===== src/rtl/ccd_pkg.sv =====
// Shared types and geometry helpers for the linear-CCD line sequencer.
// Latency: none (package). Backpressure: none (package).
// Consumers derive per-line cycle counts from these so the top and any tooling agree.
package ccd_pkg;

    typedef enum logic [2:0] {
        ST_IDLE,
        ST_SH_PRE,
        ST_SH_HI,
        ST_SH_POST,
        ST_READOUT,
        ST_WAIT
    } ccd_state_t;

    function automatic int unsigned ccd_total(input int unsigned pre_cols,
                                              input int unsigned eff_cols,
                                              input int unsigned post_cols);
        return pre_cols + eff_cols + post_cols;
    endfunction

    function automatic int unsigned ccd_min_period(input int unsigned sh_pre,
                                                   input int unsigned sh_high,
                                                   input int unsigned sh_post,
                                                   input int unsigned total);
        return sh_pre + sh_high + sh_post + total;
    endfunction

endpackage


===== src/rtl/ccd_line_timing_if.sv =====
// Control and strobe bundle between the line sequencer and its host/AFE side.
// Latency: none (wiring only). Backpressure: none; strobes are free-running.
// master drives the controls and observes strobes; slave is the sequencer.
interface ccd_line_timing_if #(
    parameter int PERIOD_W = 25
);
    logic                trigger_mode;
    logic                ext_trigger;
    logic [PERIOD_W-1:0] line_period;
    logic [PERIOD_W-1:0] exp_time;
    logic                ovr_clr;
    logic                sh_puls;
    logic                f2_puls;
    logic                rs_puls;
    logic                os_tvalid;
    logic                line_start;
    logic                busy;
    logic                overrun;

    modport master (
        output trigger_mode, ext_trigger, line_period, exp_time, ovr_clr,
        input  sh_puls, f2_puls, rs_puls, os_tvalid, line_start, busy, overrun
    );

    modport slave (
        input  trigger_mode, ext_trigger, line_period, exp_time, ovr_clr,
        output sh_puls, f2_puls, rs_puls, os_tvalid, line_start, busy, overrun
    );
endinterface


===== src/rtl/ccd_trig_sync.sv =====
// Two-flop synchroniser for the external trigger plus rising-edge detect.
// Latency: rise is high in the 2nd cycle after the input is sampled. Backpressure: none.
// One-cycle rise pulse per synchronised low-to-high transition.
module ccd_trig_sync (
    input  logic pxl_clk,
    input  logic rst_n,
    input  logic async_in,
    output logic rise
);
    logic meta_q;
    logic sync_q;
    logic prev_q;

    always_ff @(posedge pxl_clk or negedge rst_n) begin
        if (!rst_n) begin
            meta_q <= 1'b0;
            sync_q <= 1'b0;
            prev_q <= 1'b0;
        end else begin
            meta_q <= async_in;
            sync_q <= meta_q;
            prev_q <= sync_q;
        end
    end

    assign rise = sync_q & ~prev_q;

endmodule


===== src/rtl/ccd_line_timing.sv =====
// Linear-CCD line sequencer: SH / transfer / reset-gate / pixel-valid strobes per line.
// Latency: line_start 1 cycle after internal expiry, 3 cycles after ext_trigger edge; all outputs registered.
// Backpressure: none; triggers while busy are dropped and flagged on overrun. Dump shutter: CCD_LINE_TIMING_SHUTTER_EN.
module ccd_line_timing
    import ccd_pkg::*;
#(
    parameter int PRE_DUMMY_COLS  = 32,
    parameter int EFFECT_COLS     = 2048,
    parameter int POST_DUMMY_COLS = 8,
    parameter int SH_PRE          = 4,
    parameter int SH_HIGH         = 8,
    parameter int SH_POST         = 4,
    parameter int PERIOD_W        = 25
) (
    input  logic             pxl_clk,
    input  logic             rst_n,
    ccd_line_timing_if.slave bus
);
    localparam int unsigned TOTAL      = ccd_total(PRE_DUMMY_COLS, EFFECT_COLS, POST_DUMMY_COLS);
    localparam int unsigned MIN_PERIOD = ccd_min_period(SH_PRE, SH_HIGH, SH_POST, TOTAL);

    localparam logic [PERIOD_W-1:0] ONE_P      = PERIOD_W'(1);
    localparam logic [PERIOD_W-1:0] MIN_P      = PERIOD_W'(MIN_PERIOD);
    localparam logic [PERIOD_W-1:0] TOT_M1_P   = PERIOD_W'(TOTAL - 1);
    localparam logic [PERIOD_W-1:0] SH_PRE_M1  = PERIOD_W'(SH_PRE - 1);
    localparam logic [PERIOD_W-1:0] SH_HI_M1   = PERIOD_W'(SH_HIGH - 1);
    localparam logic [PERIOD_W-1:0] SH_POST_M1 = PERIOD_W'(SH_POST - 1);
    localparam logic [PERIOD_W-1:0] PIX_LO_P   = PERIOD_W'(PRE_DUMMY_COLS);
    localparam logic [PERIOD_W-1:0] PIX_HI_P   = PERIOD_W'(PRE_DUMMY_COLS + EFFECT_COLS);

    ccd_state_t          state, state_nxt;
    logic [PERIOD_W-1:0] ph_cnt, ph_cnt_nxt;
    logic [PERIOD_W-1:0] per_cnt, per_cnt_nxt;
    logic [PERIOD_W-1:0] period_q, period_nxt;
    logic                trig_rise, ext_start, start, int_expire;
    logic                sh_nxt, rd_nxt, tv_nxt, busy_nxt, ovr_nxt, dump_nxt;

    ccd_trig_sync u_trig_sync (
        .pxl_clk  (pxl_clk),
        .rst_n    (rst_n),
        .async_in (bus.ext_trigger),
        .rise     (trig_rise)
    );

    assign ext_start  = bus.trigger_mode & trig_rise;
    assign int_expire = (per_cnt == period_q - ONE_P);

    always_ff @(posedge pxl_clk or negedge rst_n) begin
        if (!rst_n) begin
            state    <= ST_IDLE;
            ph_cnt   <= '0;
            per_cnt  <= '0;
            period_q <= '0;
        end else begin
            state    <= state_nxt;
            ph_cnt   <= ph_cnt_nxt;
            per_cnt  <= per_cnt_nxt;
            period_q <= period_nxt;
        end
    end

    // A minimum-length internal line leaves READOUT straight into the next line so periods stay exact.
    always_comb begin
        state_nxt  = state;
        ph_cnt_nxt = ph_cnt + ONE_P;
        start      = 1'b0;
        case (state)
            ST_IDLE: begin
                ph_cnt_nxt = '0;
                start      = bus.trigger_mode ? trig_rise : 1'b1;
            end
            ST_SH_PRE:  if (ph_cnt == SH_PRE_M1)  begin state_nxt = ST_SH_HI;   ph_cnt_nxt = '0; end
            ST_SH_HI:   if (ph_cnt == SH_HI_M1)   begin state_nxt = ST_SH_POST; ph_cnt_nxt = '0; end
            ST_SH_POST: if (ph_cnt == SH_POST_M1) begin state_nxt = ST_READOUT; ph_cnt_nxt = '0; end
            ST_READOUT: begin
                if (ph_cnt == TOT_M1_P) begin
                    ph_cnt_nxt = '0;
                    if (bus.trigger_mode)  state_nxt = ST_IDLE;
                    else if (int_expire)   start     = 1'b1;
                    else                   state_nxt = ST_WAIT;
                end
            end
            ST_WAIT: begin
                ph_cnt_nxt = '0;
                if (bus.trigger_mode)  state_nxt = ST_IDLE;
                else if (int_expire)   start     = 1'b1;
            end
            default: begin
                state_nxt  = ST_IDLE;
                ph_cnt_nxt = '0;
            end
        endcase
        if (start) begin
            state_nxt  = ST_SH_PRE;
            ph_cnt_nxt = '0;
        end
        per_cnt_nxt = start ? '0 : ((state == ST_IDLE) ? per_cnt : per_cnt + ONE_P);
        period_nxt  = period_q;
        if (start)
            period_nxt = (bus.line_period < MIN_P) ? MIN_P : bus.line_period;
    end

`ifdef CCD_LINE_TIMING_SHUTTER_EN
    logic                dump_en_q, dump_en_nxt;
    logic [PERIOD_W-1:0] dump_at_q, dump_at_nxt, dump_at_calc;

    always_ff @(posedge pxl_clk or negedge rst_n) begin
        if (!rst_n) begin
            dump_en_q <= 1'b0;
            dump_at_q <= '0;
        end else begin
            dump_en_q <= dump_en_nxt;
            dump_at_q <= dump_at_nxt;
        end
    end

    // Dump geometry is frozen at line start; it must land wholly after READOUT, i.e. in WAIT.
    always_comb begin
        dump_at_calc = period_nxt - bus.exp_time - PERIOD_W'(SH_HIGH);
        dump_en_nxt  = dump_en_q;
        dump_at_nxt  = dump_at_q;
        if (start) begin
            dump_at_nxt = dump_at_calc;
            dump_en_nxt = !bus.trigger_mode && (bus.exp_time < period_nxt - MIN_P) &&
                          (dump_at_calc >= MIN_P);
        end
        dump_nxt = dump_en_nxt && (state_nxt == ST_WAIT) && (per_cnt_nxt >= dump_at_nxt) &&
                   (per_cnt_nxt < dump_at_nxt + PERIOD_W'(SH_HIGH));
    end
`else
    logic unused_exp;
    assign unused_exp = ^bus.exp_time;
    assign dump_nxt   = 1'b0;
`endif

    always_comb begin
        rd_nxt   = (state_nxt == ST_READOUT);
        sh_nxt   = (state_nxt == ST_SH_HI) | dump_nxt;
        tv_nxt   = rd_nxt && (ph_cnt_nxt >= PIX_LO_P) && (ph_cnt_nxt < PIX_HI_P);
        busy_nxt = (state_nxt != ST_IDLE) &&
                   !(!bus.trigger_mode && !start && (per_cnt_nxt == period_nxt - ONE_P));
        ovr_nxt  = bus.overrun;
        if (bus.ovr_clr)            ovr_nxt = 1'b0;
        if (ext_start && bus.busy)  ovr_nxt = 1'b1;
    end

    always_ff @(posedge pxl_clk or negedge rst_n) begin
        if (!rst_n) begin
            bus.sh_puls    <= 1'b0;
            bus.f2_puls    <= 1'b0;
            bus.rs_puls    <= 1'b0;
            bus.os_tvalid  <= 1'b0;
            bus.line_start <= 1'b0;
            bus.busy       <= 1'b0;
            bus.overrun    <= 1'b0;
        end else begin
            bus.sh_puls    <= sh_nxt;
            bus.f2_puls    <= rd_nxt;
            bus.rs_puls    <= rd_nxt;
            bus.os_tvalid  <= tv_nxt;
            bus.line_start <= start;
            bus.busy       <= busy_nxt;
            bus.overrun    <= ovr_nxt;
        end
    end

endmodule


===== src/flat_wrapper.sv =====
// flat-port wrapper written by rule: the top's interface ports become plain ports
module ccd_line_timing_flat import ccd_pkg::*;
#(
    parameter int PRE_DUMMY_COLS  = 32,
    parameter int EFFECT_COLS     = 2048,
    parameter int POST_DUMMY_COLS = 8,
    parameter int SH_PRE          = 4,
    parameter int SH_HIGH         = 8,
    parameter int SH_POST         = 4,
    parameter int PERIOD_W        = 25
)
  (pxl_clk, rst_n, bus_trigger_mode, bus_ext_trigger, bus_line_period, bus_exp_time, bus_ovr_clr, bus_sh_puls, bus_f2_puls, bus_rs_puls, bus_os_tvalid, bus_line_start, bus_busy, bus_overrun);
  ccd_line_timing_if #(.PERIOD_W(PERIOD_W)) bus_i ();
  input  logic pxl_clk;
  input  logic rst_n;
  input wire logic [$bits(bus_i.trigger_mode)-1:0] bus_trigger_mode;
  input wire logic [$bits(bus_i.ext_trigger)-1:0] bus_ext_trigger;
  input wire logic [$bits(bus_i.line_period)-1:0] bus_line_period;
  input wire logic [$bits(bus_i.exp_time)-1:0] bus_exp_time;
  input wire logic [$bits(bus_i.ovr_clr)-1:0] bus_ovr_clr;
  output wire logic [$bits(bus_i.sh_puls)-1:0] bus_sh_puls;
  output wire logic [$bits(bus_i.f2_puls)-1:0] bus_f2_puls;
  output wire logic [$bits(bus_i.rs_puls)-1:0] bus_rs_puls;
  output wire logic [$bits(bus_i.os_tvalid)-1:0] bus_os_tvalid;
  output wire logic [$bits(bus_i.line_start)-1:0] bus_line_start;
  output wire logic [$bits(bus_i.busy)-1:0] bus_busy;
  output wire logic [$bits(bus_i.overrun)-1:0] bus_overrun;
  assign bus_i.trigger_mode = bus_trigger_mode;
  assign bus_i.ext_trigger = bus_ext_trigger;
  assign bus_i.line_period = bus_line_period;
  assign bus_i.exp_time = bus_exp_time;
  assign bus_i.ovr_clr = bus_ovr_clr;
  assign bus_sh_puls = bus_i.sh_puls;
  assign bus_f2_puls = bus_i.f2_puls;
  assign bus_rs_puls = bus_i.rs_puls;
  assign bus_os_tvalid = bus_i.os_tvalid;
  assign bus_line_start = bus_i.line_start;
  assign bus_busy = bus_i.busy;
  assign bus_overrun = bus_i.overrun;
  ccd_line_timing #(.PRE_DUMMY_COLS(PRE_DUMMY_COLS), .EFFECT_COLS(EFFECT_COLS), .POST_DUMMY_COLS(POST_DUMMY_COLS), .SH_PRE(SH_PRE), .SH_HIGH(SH_HIGH), .SH_POST(SH_POST), .PERIOD_W(PERIOD_W)) u_core (.pxl_clk(pxl_clk), .rst_n(rst_n), .bus(bus_i));
endmodule

===== config.mk =====
export PLATFORM = sky130hd
export DESIGN_NAME = ccd_line_timing_flat
export DESIGN_NICKNAME = d
export VERILOG_FILES = /design/src/rtl/ccd_pkg.sv /design/src/rtl/ccd_line_timing_if.sv /design/src/rtl/ccd_trig_sync.sv /design/src/rtl/ccd_line_timing.sv /design/src/flat_wrapper.sv
export SDC_FILE = /design/constraint.sdc
export NUM_CORES = 1
export LEC_CHECK = 0
export ABC_AREA = 1
export BUFFER_PORTS_ARGS = -buffer_cell sky130_fd_sc_hd__buf_2
export CAP_MARGIN = 20
export CELL_PAD_IN_SITES_DETAIL_PLACEMENT = 1
export CELL_PAD_IN_SITES_GLOBAL_PLACEMENT = 2
export CORE_MARGIN = 5
export CORE_UTILIZATION = 30
export CTS_CLUSTER_SIZE = 14
export DETAILED_ROUTE_END_ITERATION = 12
export PLACE_DENSITY_LB_ADDON = 0.2
export RECOVER_POWER = 25
export SKIP_CTS_REPAIR_TIMING = 1
export SYNTH_ARGS = -nofsm -noshare
export SYNTH_HDL_FRONTEND = slang
export SYNTH_SLANG_ARGS = --single-unit

===== constraint.sdc =====
create_clock -name pxl_clk -period 3.7 [get_ports pxl_clk]
set_clock_uncertainty 0.2 [all_clocks]
set_input_delay 0.37 -clock pxl_clk [delete_from_list [all_inputs] [get_ports pxl_clk]]
set_output_delay 0.37 -clock pxl_clk [all_outputs]
set_load 0.05 [all_outputs]

* Word level (Yosys, flattened, before mapping) *
Index checks and enable logic that the tools add are counted.

storage, ports and cells
  register bits = 87
  output and inout port bits = 7
  word-level logic and storage cells = 73

operators by class
  add/subtract/negate cells = 4
  $lt $le $gt $ge = 3
  equal/unequal tests = 12
  mux-type cells = 25
  bitwise logic cells = 3
  reduce and logical (&&, ||, !) cells = 13

operators by type and width
  operator               number
  $mux 25                8
  $pmux 25 s3            1
  $add 25x1->25 const B  2
  $eq 25x25->1           2
  $lt 25x12->1 const B   2
  $sub 25x1->25 const B  2
  $eq 25x12->1 const B   1
  $eq 25x2->1 const B    1
  $eq 25x3->1 const B    1
  $ge 25x6->1 const B    1
  $mux 3                 8
  $pmux 3 s6             1
  $eq 3x2->1 const B     3
  $eq 3x3->1 const B     3
  $logic_and 1x1->1      6
  $mux 1                 6
  $eq 3x1->1 const B     1
  $logic_not 1->1        3
  $logic_not 3->1        1
  $pmux 1 s3             1
  $reduce_bool 3->1      1
  $and 1x1->1            2
  $reduce_bool 2->1      1
  $reduce_or 2->1        1
  $not 1->1              1

* Logic depth before layout (Yosys ltp) *
Gate-level depths: netlist of run 1.

  depth after elaboration = 12
  depth in mapped cells = 33
  gate-level depth less buffers = 33

* Cells and area by module *
From an unflattened synthesis of run 1, not the netlist that was laid out.

unflattened totals
  cells, all modules = 1157
  area total of the unflattened synthesis = 7146.9 um^2

modules (own cells, without submodules)
  module           times used  cells an instance  area each (um^2)
  ccd_line_timing  1           1152               7061.8
  ccd_trig_sync    1           5                  85.1

* Worst setup path after synthesis of run 1 *
Ideal clock, no wire load.

  path kind = register to register
  start point = reg u_core.period_q[0]
  end point = reg u_core.bus.busy
  library setup time = 117 ps
  data arrival time = 3284 ps
  required time = 3383 ps
  path slack = 100 ps
  stages on the path, launching flop included = 32
  buffers on the path = 1
  cell sequence = dfrtp_1 -> inv_2 -> ha_1 -> nand3_2 -> nor2_4 -> nand2_2 -> nor2_4 -> nand2_1 -> nand2_1 -> nand2_1 -> nor2_1 -> nand3_1 -> nor2_4 -> nand2_4 -> buf_6 -> nand3_1 -> nand2_1 -> ha_1 -> inv_1 -> o21ai_0 -> a21oi_1 -> nand4_1 -> nor2_1 -> nand2_1 -> inv_1 -> nand2_1 -> nor2_1 -> nand2_1 -> nor2_1 -> nand3_1 -> nor2_1 -> nor2_1

on the way
  longest elaborated chain between the ends = 12
  elaborated cells between the ends (all ways) = 21
  those cells by class = add/sub (2); eq/ne (2); mux (11); reduce/logical (6)

ends and longest elaborated chain
  what                       RTL line                                      source
  from (decl)                ccd_line_timing.sv:34                         logic [PERIOD_W-1:0] period_q, period_nxt;
  from (signal assigned)     ccd_line_timing.sv:58                         period_q <= period_nxt;
  $sub 25x1->25              ccd_line_timing.sv:46                         assign int_expire = (per_cnt == period_q - ONE_P);
  $eq 25x25->1               ccd_line_timing.sv:46
  $mux 1                     ccd_line_timing.sv:79, ccd_line_timing.sv:86
  $mux 1                     ccd_line_timing.sv:85                         if (bus.trigger_mode) state_nxt = ST_IDLE;
  $mux 1                     ccd_line_timing.sv:76                         if (ph_cnt == TOT_M1_P) begin
  $pmux 1 s3                 ccd_line_timing.sv:67                         case (state)
  $mux 25                    ccd_line_timing.sv:99                         if (start)
  $sub 25x1->25              ccd_line_timing.sv:141                        !(!bus.trigger_mode && !start && (per_cnt_nxt == period_nxt - ONE_P));
  $eq 25x25->1               ccd_line_timing.sv:141
  $logic_and 1x1->1          ccd_line_timing.sv:141
  $logic_not 1->1            ccd_line_timing.sv:141
  $logic_and 1x1->1 *        ccd_line_timing.sv:140                        busy_nxt = (state_nxt != ST_IDLE) &&
  named net u_core.busy_nxt  ccd_line_timing.sv:36                         logic sh_nxt, rd_nxt, tv_nxt, busy_nxt, ovr_nxt, dump_nxt;
  to (signal assigned)       ccd_line_timing.sv:162                        bus.busy <= busy_nxt;
  to (decl)                  ccd_line_timing_if.sv:27                      output sh_puls, f2_puls, rs_puls, os_tvalid, line_start, busy, overrun

Mark *: on every way through the listed nets, which the timed path passes. The rest lies on a longest branch.
A chain may end at the register's enable or synchronous reset.

* Worst setup path after layout of run 1 *
  start point = reg u_core.period_q[13]
  end point = reg u_core.bus.busy

The elaborated chain is that of the path after synthesis.

==> summary.txt, run 1 <==
Placed design
  – HPWL after detailed placement: 23700 um
  – Post-placement cell count: 1739
  – Port Buf Inserts: 36
  – Placer Congestion: 0.889

Routing
  – DR pass1 iterations: 4
  – Total Wirelength: 29100 um
  – Detailed-route vias per instance: 4.71
  – Iter 0 DRT Violations: 350
  – Final ANT Viol Nets: 0
  – DR vias: 8382
  – DRC violation count after routing: 0
  – Mean routed wirelength per cell: 16.4 um

CTS
  – TritonCTS clock tree: yes
  – Insertion delay to the later sink of the worst-skew pair: 350 ps
  – Number of clock buffers inserted by TritonCTS: 9
  – H-Tree Level Count: 3
  – Clock root buffer: clkbuf_16
  – Total clock sinks: 87
  – Largest buffer count on any clock path: 2
  – Clock slew at reported path FFs: 70 ps

STA
  – Worst hold slack across all endpoints: 5.04 ps
  – Number of failing setup endpoints in the final timing report: 1
  – Final hold viol count: 0
  – RSZ-0062 raised after global routing: yes
  – Post-route setup slack: -297 ps
  – Slew at the pin with the worst max-slew slack: 1800 ps
  – Max-slew violations: 65
  – FMAX: 250 MHz
  – Final sum of negative setup slack: -297 ps
  – Max transition margin: -20.2%
  – Final critical-path required period: 4000 ps
  – Ratio of final minimum period to clock period: 108%

Setup path
  – FF-to-FF Start: u_core.period_q[13]$_DFF_PN0_
  – Critical-path top delay cell: dfrtp_1
  – Cell family with most CP delay: simple AND/OR/NAND/NOR gates
  – Req. time, crit path: 3720 ps
  – Internal reg-to-reg setup slack: -300 ps
  – Critical Path Sink Type: flip-flop
  – Endpoint of the worst register-to-register path: u_core.bus.busy$_DFF_PN0_
  – Type of the worst setup path: flip-flop to flip-flop
  – Startpoint types: flip-flop
  – Stage delay of the slowest cell on the critical path: 430 ps
  – Crit-path max FO: 6
  – Critical path buffers and inverters: 5
  – Endpoint arrival time on the critical path: 4020 ps
  – Worst Reg2Reg Path Length in Cells: 29

Pwr
  – Register share of total power: 20.0%
  – Fraction of power spent switching nets: 48.5%
  – Peak supply drop: 0.282 mV
  – Power per unit of standard cell area: 709 nW/um^2
  – Clock power share: 11.6%
  – Leakage power total: 5.31 nW
  – Reported net switching power: 0.00354 W
  – Power, Total: 0.00731 W
  – Combinational Power Share: 68.4%
  – Internal Power: 0.00377 W

Logic synthesis
  – Primary FF master, synth: dfrtp_1
  – Sequential share of the synthesized area: 29.7%
  – Proportion of netlist area held by the largest area contributor: 29.7%
  – Synthesis-stage register bit count: 87
  – Fraction of registers with async set or reset after synthesis: 100%
  – Cell types with the highest counts after synthesis: nand2_1 (379), nor2_1 (175), inv_1 (170)
  – Post-Syn Area: 7340 sq um
  – Leading cell types by total area after synthesis: dfrtp_1 (30%), nand2_1 (19%), nand3_1 (9.5%)
  – Synthesized instance count: 1193
  – Avg Inst Size Synth: 6.15 sq um
  – Most numerous cell in the Yosys netlist: nand2_1
  – Count of different cell masters after synthesis: 46
  – Cell taking the most area after synthesis: dfrtp_1
  – Net Count, Synth: 1252
  – Number of enable-type register cells in the synthesized netlist: 0
  – Total number of yosys warnings: 0

GRT
  – Overall fraction of global-route tracks in use: 20.2%
  – First-pass GRT wire length: 44700 um
  – Number of global-route vias before repair: 8552
  – Global-route congestion overflow total: 0
  – Pin count of the biggest net entering global routing: 65
  – Number of antenna violations at the first check in global routing: 0

Die
  – Die extent in y: 166 um
  – Starting utilization of the core area: 30.4%
  – Overall die area: 27700 sq um
  – Area of the core region: 24200 sq um
  – Die X-Extent: 166 um
  – Number of placement rows: 57
  – Number of primary I/O pins: 62

Hold path
  – Worst Min Path Start: bus_ovr_clr
  – Capture endpoint of the worst hold path: u_core.bus.overrun$_DFFE_PN0P_
  – Number of cells on the worst hold path: 2
  – Path class of the lowest-slack min-delay path: primary input to flip-flop

Final layout
  – Number of nets in the finished design: 1512
  – Proportion of layout cells with a drive suffix above 1: 28.4%
  – Area growth syn-to-layout: 40.4%
  – Non-filler cells, final: 1779
  – Count of antenna diodes in the layout: 0

Run
  – Max-cap check violation count: 1

Outcome
  – Failing checks: max-capacitance violations, max-slew violations, negative setup slack
  – Status: finished with violations
-- area by class of cell --
cell class | instances | area [sq um]
fillers | 3198 | 13900
multi-input cells | 911 | 4690
flip-flops and latches | 87 | 2190
repair buffers | 269 | 2110
inverters | 175 | 661
well taps | 324 | 405
clock buffers | 9 | 225
clock inverters | 4 | 26.3
-- registers in the layout, summed over array words and instances (netlist names) --
| name | cells |
|---|---|
| u_core.bus.busy | 1 |
| u_core.bus.f2_puls | 1 |
| u_core.bus.line_start | 1 |
| u_core.bus.os_tvalid | 1 |
| u_core.bus.overrun | 1 |
| u_core.bus.sh_puls | 1 |
| u_core.per_cnt | 25 |
| u_core.period_q | 25 |
| u_core.ph_cnt | 25 |
| u_core.state | 3 |
| u_core.u_trig_sync.meta_q | 1 |
| u_core.u_trig_sync.prev_q | 1 |
| u_core.u_trig_sync.sync_q | 1 |
-- worst max path at each step --
stage,slack (ps),start,cells past startpoint,endpoint
2_1_floorplan,100,u_core.period_q[0]$_DFF_PN0_,31,u_core.bus.busy$_DFF_PN0_
3_3_place_gp,-450,u_core.period_q[14]$_DFF_PN0_,29,u_core.bus.busy$_DFF_PN0_
3_5_place_dp,-550,u_core.period_q[1]$_DFF_PN0_,31,u_core.bus.busy$_DFF_PN0_
4_1_cts,-570,u_core.period_q[1]$_DFF_PN0_,31,u_core.bus.busy$_DFF_PN0_
5_1_grt,-560,u_core.period_q[0]$_DFF_PN0_,30,u_core.bus.busy$_DFF_PN0_
6_report,-300,u_core.period_q[13]$_DFF_PN0_,29,u_core.bus.busy$_DFF_PN0_
-- metrics by stage --
stage          instance area (sq um)  utilization, %  worst slack, ps
2_1_floorplan                   7340               -             99.5
3_3_place_gp                    9390            38.9             -451
3_5_place_dp                    9390            38.9             -554
4_1_cts                         9640            39.9             -573
5_1_grt                        10300            42.6             -560
6_report                       10300            42.6             -297
-- layer usage --
| metal | part of all wire (%) | vias to the layer above | track usage [%] |
|---|---|---|---|
| met3 | 1.8 | 38 | 1.78 |
| met5 | 0 | - | 0 |
| met2 | 49 | 97 | 35.4 |
| li1 | - | 4248 | - |
| met1 | 46 | 3999 | 26.7 |
| met4 | 2.8 | 0 | 5.48 |
-- layout by cell type (no fill, tap or decap), types with 4 or more instances in the layout --
cell type    n
nand2_2     41
nand3_1    135
buf_4      216
nand2_1    351
nor2_1     150
nand2_4      5
nor4_1      12
nor2_4      25
buf_6        5
clkbuf_16   14
inv_2        7
buf_12       6
nand4_1     22
nand3_2      4
buf_2       35
xnor2_1     17
dfrtp_1     80
o21ai_1      4
nor2_2      26
dfrtp_2      7
o21ai_0     11
inv_1      165
nand3b_1    15
xor2_1      28
nor3_1      22
a21oi_1      7
or2_2        4
-- power groups by stage --
stage	Combinational [W]	Sequential [W]	Clock, W
2_1_floorplan	0.00230	0.00140	0
3_3_place_gp	0.00442	0.00144	0
3_5_place_dp	0.00449	0.00144	0
4_1_cts	0.00451	0.00143	0.000879
5_1_grt	0.00551	0.00148	0.000908
6_report	0.00500	0.00146	0.000850
-- cell families (layout without fill, tap and decap cells) --
group                    count (synthesis)  in the layout  synth area share, %
AO/OA/AOI/OAI                           34             34                 2.74
XOR/XNOR                                46             46                 5.68
adder cells (fa/ha/maj)                  4              4                0.682
buffers and inverters                  196            457                 10.9
flip-flops                              87             87                 29.7
multiplexers                             1              1                0.136
AND/OR/NAND/NOR                        825            826                 50.2
No activity file was read; power rests on OpenSTA's default activity.
==> inputs of run 2 (changes only) <==
--- a/config.mk
+++ b/config.mk
@@ -8,8 +8,6 @@
 export ABC_AREA = 1
 export BUFFER_PORTS_ARGS = -buffer_cell sky130_fd_sc_hd__buf_2
 export CAP_MARGIN = 20
-export CELL_PAD_IN_SITES_DETAIL_PLACEMENT = 1
-export CELL_PAD_IN_SITES_GLOBAL_PLACEMENT = 2
 export CORE_MARGIN = 5
 export CORE_UTILIZATION = 30
 export CTS_CLUSTER_SIZE = 14
==> run 2 against run 1 <==
Net effect:
- flip-flop and latch count did not move
- total power rose by 0.84%
- sequential share of layout area fell by 0.071 points
- die area did not move
- critical path type unchanged
- highest routed layer unchanged
- non-clock buffer count fell by 15
- fmax rose by 0.31%
- sequential power fell by 6%
- routed wire length fell by 8.0%
- register-to-register slack barely moved
- worst hold slack improved by 80 ps
- the run ends with negative setup slack left
==> summary.txt, run 2 (synthesis gave the netlist of run 1 again) <==
Outcome
  – Status: finished with violations
  – Failing checks: negative setup slack

STA
  – Ratio of final minimum period to clock period: 108% (-0.33 points)
  – RSZ-0062 raised after global routing: yes
  – FMAX: 251 MHz (+0.31%)
  – Final critical-path required period: 3980 ps (-12.2 ps)
  – Worst hold slack across all endpoints: 84.7 ps (+79.7 ps)
  – Final hold viol count: 0 (unchanged)
  – Post-route setup slack: -285 ps (+12.2 ps)
  – Max transition margin: 9.76% (+30 points)
  – Slew at the pin with the worst max-slew slack: 1350 ps (-449 ps)
  – Max-slew violations: 0 (-100%)
  – Number of failing setup endpoints in the final timing report: 1 (unchanged)

Routing
  – Total Wirelength: 26800 um (-8.0%)
  – Mean routed wirelength per cell: 15.1 um (-7.4%)
  – DRC violation count after routing: 0 (unchanged)
  – DR vias: 8216 (-2.0%)
  – DR pass1 iterations: 6 (+2)
  – Iter 0 DRT Violations: 586 (+67%)
  – Detailed-route vias per instance: 4.65 (-1.4%)
  – Final ANT Viol Nets: 0 (unchanged)

Die
  – Overall die area: 27700 sq um (unchanged)
  – Area of the core region: 24200 sq um (unchanged)
  – Number of primary I/O pins: 62 (unchanged)
  – Starting utilization of the core area: 30.4% (unchanged)
  – Die extent in y: 166 um (unchanged)
  – Die X-Extent: 166 um (unchanged)
  – Number of placement rows: 57 (unchanged)

Setup path
  – Crit-path max FO: 8 (+2)
  – Req. time, crit path: 3740 ps (+20 ps)
  – Stage delay of the slowest cell on the critical path: 400 ps (-30 ps)
  – Type of the worst setup path: flip-flop to flip-flop
  – Endpoint arrival time on the critical path: 4030 ps (about the same)
  – Startpoint types: flip-flop
  – Critical Path Sink Type: flip-flop
  – Critical-path top delay cell: dfrtp_1

Pwr
  – Leakage power total: 5.30 nW (-0.12%)
  – Power per unit of standard cell area: 715 nW/um^2 (+0.79%)
  – Peak supply drop: 0.274 mV (-2.8%)

CTS
  – Clock slew at reported path FFs: 80 ps (about the same)
  – Clock root buffer: clkbuf_16
  – Number of clock buffers inserted by TritonCTS: 9 (unchanged)
  – Insertion delay to the later sink of the worst-skew pair: 360 ps (about the same)
  – H-Tree Level Count: 3 (unchanged)
  – TritonCTS clock tree: yes
  – Largest buffer count on any clock path: 2 (unchanged)
  – Total clock sinks: 87 (unchanged)

GRT
  – Number of global-route vias before repair: 7714 (-9.8%)
  – First-pass GRT wire length: 40800 um (-8.9%)
  – Global-route congestion overflow total: 0 (unchanged)
  – Number of antenna violations at the first check in global routing: 0 (unchanged)
  – Pin count of the biggest net entering global routing: 50 (-23%)
  – Overall fraction of global-route tracks in use: 18.5% (-1.7 points)

Final layout
  – Leading cell type in the layout, fill and taps excluded: nand2_1
  – Proportion of layout cells with a drive suffix above 1: 28.3% (-0.061 points)
  – Most used cells in the layout excluding fill and tap cells: nand2_1 (339), buf_4 (199), inv_1 (166), nor2_1 (150), nand3_1 (132)
  – Largest regs: u_core.per_cnt x25, u_core.period_q x25, u_core.ph_cnt x25
  – Count of antenna diodes in the layout: 0 (unchanged)
  – Number of nets in the finished design: 1498 (-0.93%)
  – Area growth syn-to-layout: 40.5% (about the same)

Hold path
  – Path class of the lowest-slack min-delay path: primary input to flip-flop

Placed design
  – HPWL after detailed placement: 21600 um (-8.9%)
  – DP Worst Slack: -629 ps (-74.6 ps)
  – Placer Congestion: 0.914 (+2.8%)
  – Port Buf Inserts: 36 (unchanged)

Run
  – Max-cap check violation count: 0 (-1)
[run 2: changes by cell type in the layout (fill, tap and decap cells not counted), moves of 5 or more]
cell | before | now
buf_4 | 216 | 199
nand2_1 | 351 | 339
nand2_4 | 5 | 15
buf_6 | 5 | 10
dfrtp_1 | 80 | 85
dfrtp_2 | 7 | 2
[run 2: layout make-up]
class,instances,area [sq um]
tap,324,405
inverter,175,657
sequential,87,2180
multi-input combinational,912,4820
clock buffer,9,225
clock inverter,7,83.8
timing repair buffer,254,1940
fill,2564,13900
[run 2: layer usage]
layer	global-route usage [%]	wire length, um	vias up
li1	-	-	4235
met1	26.1	12800	3779
met2	30.4	12400	168
met3	1.83	992	34
met4	4.84	629	0
met5	0	0	-
[run 2: worst max-delay path: cells and delay by family (launching register included)]
| kind | cells | cell delay (ps) |
|---|---|---|
| adder cells (fa/ha/maj) | 1 | 160 |
| AND/OR/NAND/NOR | 26 | 2840 |
| buffers and inverters | 3 | 270 |
| flip-flops | 1 | 400 |
[run 2: power breakdown]
part / total (W) / internal [W] / switching, W
Clock: 0.000994 / 0.000539 / 0.000454
Combinational: 0.00501 / 0.00217 / 0.00284
Sequential: 0.00137 / 0.00115 / 0.000215
Total: 0.00737 / 0.00386 / 0.00351
[run 2: per-stage QoR]
stage	power [W]	util, %	instances	setup TNS [ps]	cell area, sq um
floorplan	0.00370	-	1193	0	7340
global placement	0.00572	38.5	1730	-692	9310
detailed placement	0.00571	38.5	1730	-753	9310
CTS	0.00674	39.8	1746	-816	9620
global route	0.00794	42.7	1768	-651	10300
finish	0.00737	42.7	1768	-285	10300
[run 2: worst paths after layout]
check / end / startpoint / slack (ps) / depth (start not counted)
setup reg to reg: u_core.bus.busy$_DFF_PN0_ / u_core.period_q[1]$_DFF_PN0_ / -280 / 30
min in group asynchronous: u_core.u_trig_sync.meta_q$_DFF_PN0_ / rst_n / 660 / 2
setup / recovery: u_core.bus.busy$_DFF_PN0_ / u_core.period_q[1]$_DFF_PN0_ / -280 / 30
max in group asynchronous: u_core.period_q[6]$_DFF_PN0_ / rst_n / 1580 / 3
hold reg to reg: u_core.u_trig_sync.sync_q$_DFF_PN0_ / u_core.u_trig_sync.meta_q$_DFF_PN0_ / 150 / 0
hold / removal: u_core.period_q[21]$_DFF_PN0_ / bus_line_period[21] / 80 / 3
==> inputs of run 3 (changes only) <==
--- a/config.mk
+++ b/config.mk
@@ -8,12 +8,15 @@
 export ABC_AREA = 1
 export BUFFER_PORTS_ARGS = -buffer_cell sky130_fd_sc_hd__buf_2
 export CAP_MARGIN = 20
+export CELL_PAD_IN_SITES_DETAIL_PLACEMENT = 0
+export CELL_PAD_IN_SITES_GLOBAL_PLACEMENT = 1
 export CORE_MARGIN = 5
-export CORE_UTILIZATION = 30
+export CORE_UTILIZATION = 39
 export CTS_CLUSTER_SIZE = 14
 export DETAILED_ROUTE_END_ITERATION = 12
 export PLACE_DENSITY_LB_ADDON = 0.2
 export RECOVER_POWER = 25
+export SETUP_SLACK_MARGIN = 0.4
 export SKIP_CTS_REPAIR_TIMING = 1
 export SYNTH_ARGS = -nofsm -noshare
 export SYNTH_HDL_FRONTEND = slang
==> run 3 against run 2 <==
Net effect:
- the flow finishes with violations (max-capacitance violations, max-slew violations, negative setup slack)
- register-to-register slack improved by 30 ps
- combinational power is 4% lower
- routed wire length decreased by 8.1%
- first-iteration DRC count shrank 18%
- sequential share of layout area is 0.22 points higher
- core utilization increased by 12 points
- clock power shrank 13%
- final cell count down 4.4%
- global-route usage grew 3.9 points
- clock-buffer cell count up 1
- via count is 1.5% lower
- fmax rose by 0.72%
- critical path type unchanged
- critical endpoint unchanged
- largest cell class unchanged
==> summary.txt, run 3 (synthesis gave the netlist of run 1 again) <==
Die
  – Die X-Extent: 147 um (-12%)
  – Number of placement rows: 50 (-12%)
  – Overall die area: 21700 sq um (-22%)
  – Number of primary I/O pins: 62 (unchanged)
  – Starting utilization of the core area: 39.4% (+9.0 points)
  – Die extent in y: 147 um (-12%)
  – Area of the core region: 18600 sq um (-23%)

GRT
  – Global-route congestion overflow total: 0 (unchanged)
  – Met2 Use GR: 37.0% (+6.7 points)
  – Overall fraction of global-route tracks in use: 22.4% (+3.9 points)
  – GR Layer Usage met1: 30.8% (+4.8 points)
  – Number of antenna violations at the first check in global routing: 0 (unchanged)
  – Most congested layer reported by global routing: met2
  – Pin count of the biggest net entering global routing: 42 (-16%)
  – First-pass GRT wire length: 38400 um (-5.7%)
  – Routing usage on met3: 1.97% (+0.15 points)
  – Number of global-route vias before repair: 7622 (-1.2%)

STA
  – Max transition margin: -75.4% (-85 points)
  – Final critical-path required period: 3960 ps (-28.4 ps)
  – Slew at the pin with the worst max-slew slack: 2630 ps (+1280 ps)
  – FMAX: 253 MHz (+0.72%)
  – Post-route setup slack: -256 ps (+28.4 ps)
  – Max-slew violations: 42 (+42)
  – Final hold viol count: 0 (unchanged)
  – Ratio of final minimum period to clock period: 107% (-0.77 points)
  – Number of failing setup endpoints in the final timing report: 2 (+1)
  – RSZ-0062 raised after global routing: yes
  – Final sum of negative setup slack: -326 ps (-41.4 ps)

Outcome
  – Failing checks: max-capacitance violations, max-slew violations, negative setup slack
  – Status: finished with violations

Run
  – Max-cap check violation count: 1 (+1)

Setup path
  – Worst Reg2Reg Path Length in Cells: 32 (+6.7%)
  – Crit-path max FO: 8 (unchanged)
  – Cell family with most CP delay: simple AND/OR/NAND/NOR gates
  – Internal reg-to-reg setup slack: -260 ps (+30 ps)
  – Critical Path Sink Type: flip-flop
  – Critical path buffers and inverters: 5 (+2)
  – Type of the worst setup path: flip-flop to flip-flop
  – Startpoint types: flip-flop
  – Endpoint of the worst register-to-register path: u_core.bus.busy$_DFF_PN0_
  – Endpoint arrival time on the critical path: 3990 ps (-40 ps)
  – Critical-path top delay cell: dfrtp_1
  – Req. time, crit path: 3730 ps (about the same)
  – Stage delay of the slowest cell on the critical path: 400 ps (about the same)
  – Most numerous cell on the critical path: nand2_1
  – FF-to-FF Start: u_core.period_q[0]$_DFF_PN0_

Routing
  – Detailed-route vias per instance: 4.79 (+3.0%)
  – Final ANT Viol Nets: 0 (unchanged)
  – DR vias: 8089 (-1.5%)
  – DRC violation count after routing: 0 (unchanged)
  – Iter 0 DRT Violations: 482 (-18%)
  – Total Wirelength: 24600 um (-8.1%)
  – Mean routed wirelength per cell: 14.6 um (-3.9%)
  – DR pass1 iterations: 5 (-1)

Final layout
  – Number of nets in the finished design: 1510 (+0.80%)
  – Most used cells in the layout excluding fill and tap cells: nand2_1 (364), buf_4 (196), nor2_1 (166), inv_1 (157), nand3_1 (132)
  – Count of antenna diodes in the layout: 0 (unchanged)
  – Leading cell type in the layout, fill and taps excluded: nand2_1
  – Post-route design area: 10200 sq um (-1.2%)
  – Area growth syn-to-layout: 38.9%
  – Utilization after layout: 54.7% (+12 points)
  – Proportion of layout cells with a drive suffix above 1: 26.3% (-2.0 points)
  – Largest regs: u_core.per_cnt x25, u_core.period_q x25, u_core.ph_cnt x25

Pwr
  – Power per unit of standard cell area: 695 nW/um^2 (-2.8%)
  – Peak supply drop: 0.365 mV (+33%)
  – Leakage power total: 5.29 nW (-0.20%)
  – Power, Total: 0.00708 W (-3.9%)

Placed design
  – Post-place instance area: 9330 sq um (+0.16%)
  – Placer Congestion: 0.914 (about the same)
  – Port Buf Inserts: 36 (unchanged)
  – HPWL after detailed placement: 20000 um (-7.5%)

CTS
  – Largest buffer count on any clock path: 2 (unchanged)
  – Clock root buffer: clkbuf_16
  – Insertion delay to the later sink of the worst-skew pair: 350 ps (about the same)
  – Clock slew at reported path FFs: 70 ps (about the same)
  – H-Tree Level Count: 3 (unchanged)
  – Total clock sinks: 87 (unchanged)
  – TritonCTS clock tree: yes
  – Number of clock buffers inserted by TritonCTS: 9 (unchanged)

Hold path
  – Capture endpoint of the worst hold path: u_core.bus.overrun$_DFFE_PN0P_
  – Number of cells on the worst hold path: 2 (-1)
  – Worst Min Path Start: bus_ovr_clr
  – Path class of the lowest-slack min-delay path: primary input to flip-flop
run 3: changes by cell type in the layout (fill, tap and decap cells not counted), moves of 6 or more:
cell     change
nand2_1     +25
nand2_2     -17
buf_6        +8
inv_1        -9
nor2_1      +16
inv_2        +6
nor2_4      -14
nand2_4      -8
run 3: metal layers:
metal,routed length [um],vias up,share of wire (%)
met3,871,38,3.5
met1,11700,3609,47
met2,11400,178,46
met5,0,-,0
li1,-,4264,-
met4,670,0,2.7
run 3: worst max path at each step:
stage	start	end	slack [ps]	cells past startpoint
after floorplan	u_core.period_q[0]$_DFF_PN0_	u_core.bus.busy$_DFF_PN0_	300	31
after global placement	u_core.period_q[2]$_DFF_PN0_	u_core.bus.busy$_DFF_PN0_	-320	30
after detailed placement	u_core.period_q[0]$_DFF_PN0_	u_core.bus.busy$_DFF_PN0_	-340	32
after CTS	u_core.period_q[0]$_DFF_PN0_	u_core.bus.busy$_DFF_PN0_	-360	32
after global routing	u_core.period_q[0]$_DFF_PN0_	u_core.bus.busy$_DFF_PN0_	-600	30
final	u_core.period_q[0]$_DFF_PN0_	u_core.bus.busy$_DFF_PN0_	-260	32
run 3: area by class of cell:
class,count,area (sq um)
fill,1868,8450
clock inverter,6,46.3
tap,234,293
sequential,87,2180
multi-input combinational,912,4650
inverter,175,662
clock buffer,10,229
timing repair buffer,266,2130
run 3: report_power, final:
group,total [W],switching (W),internal [W]
registers,0.00139,0.000236,0.00115
logic,0.00483,0.00266,0.00217
clock network,0.000868,0.000408,0.000459
total,0.00708,0.00330,0.00378
run 3: metrics by stage:
step / instances / setup WS, ps / hold WS [ps]
after floorplan: 1193 / 304 / -126
after global placement: 1648 / -318 / 137
after detailed placement: 1648 / -336 / 138
after CTS: 1664 / -358 / -152
after global routing: 1690 / -597 / 6.96
final: 1690 / -256 / 3.78
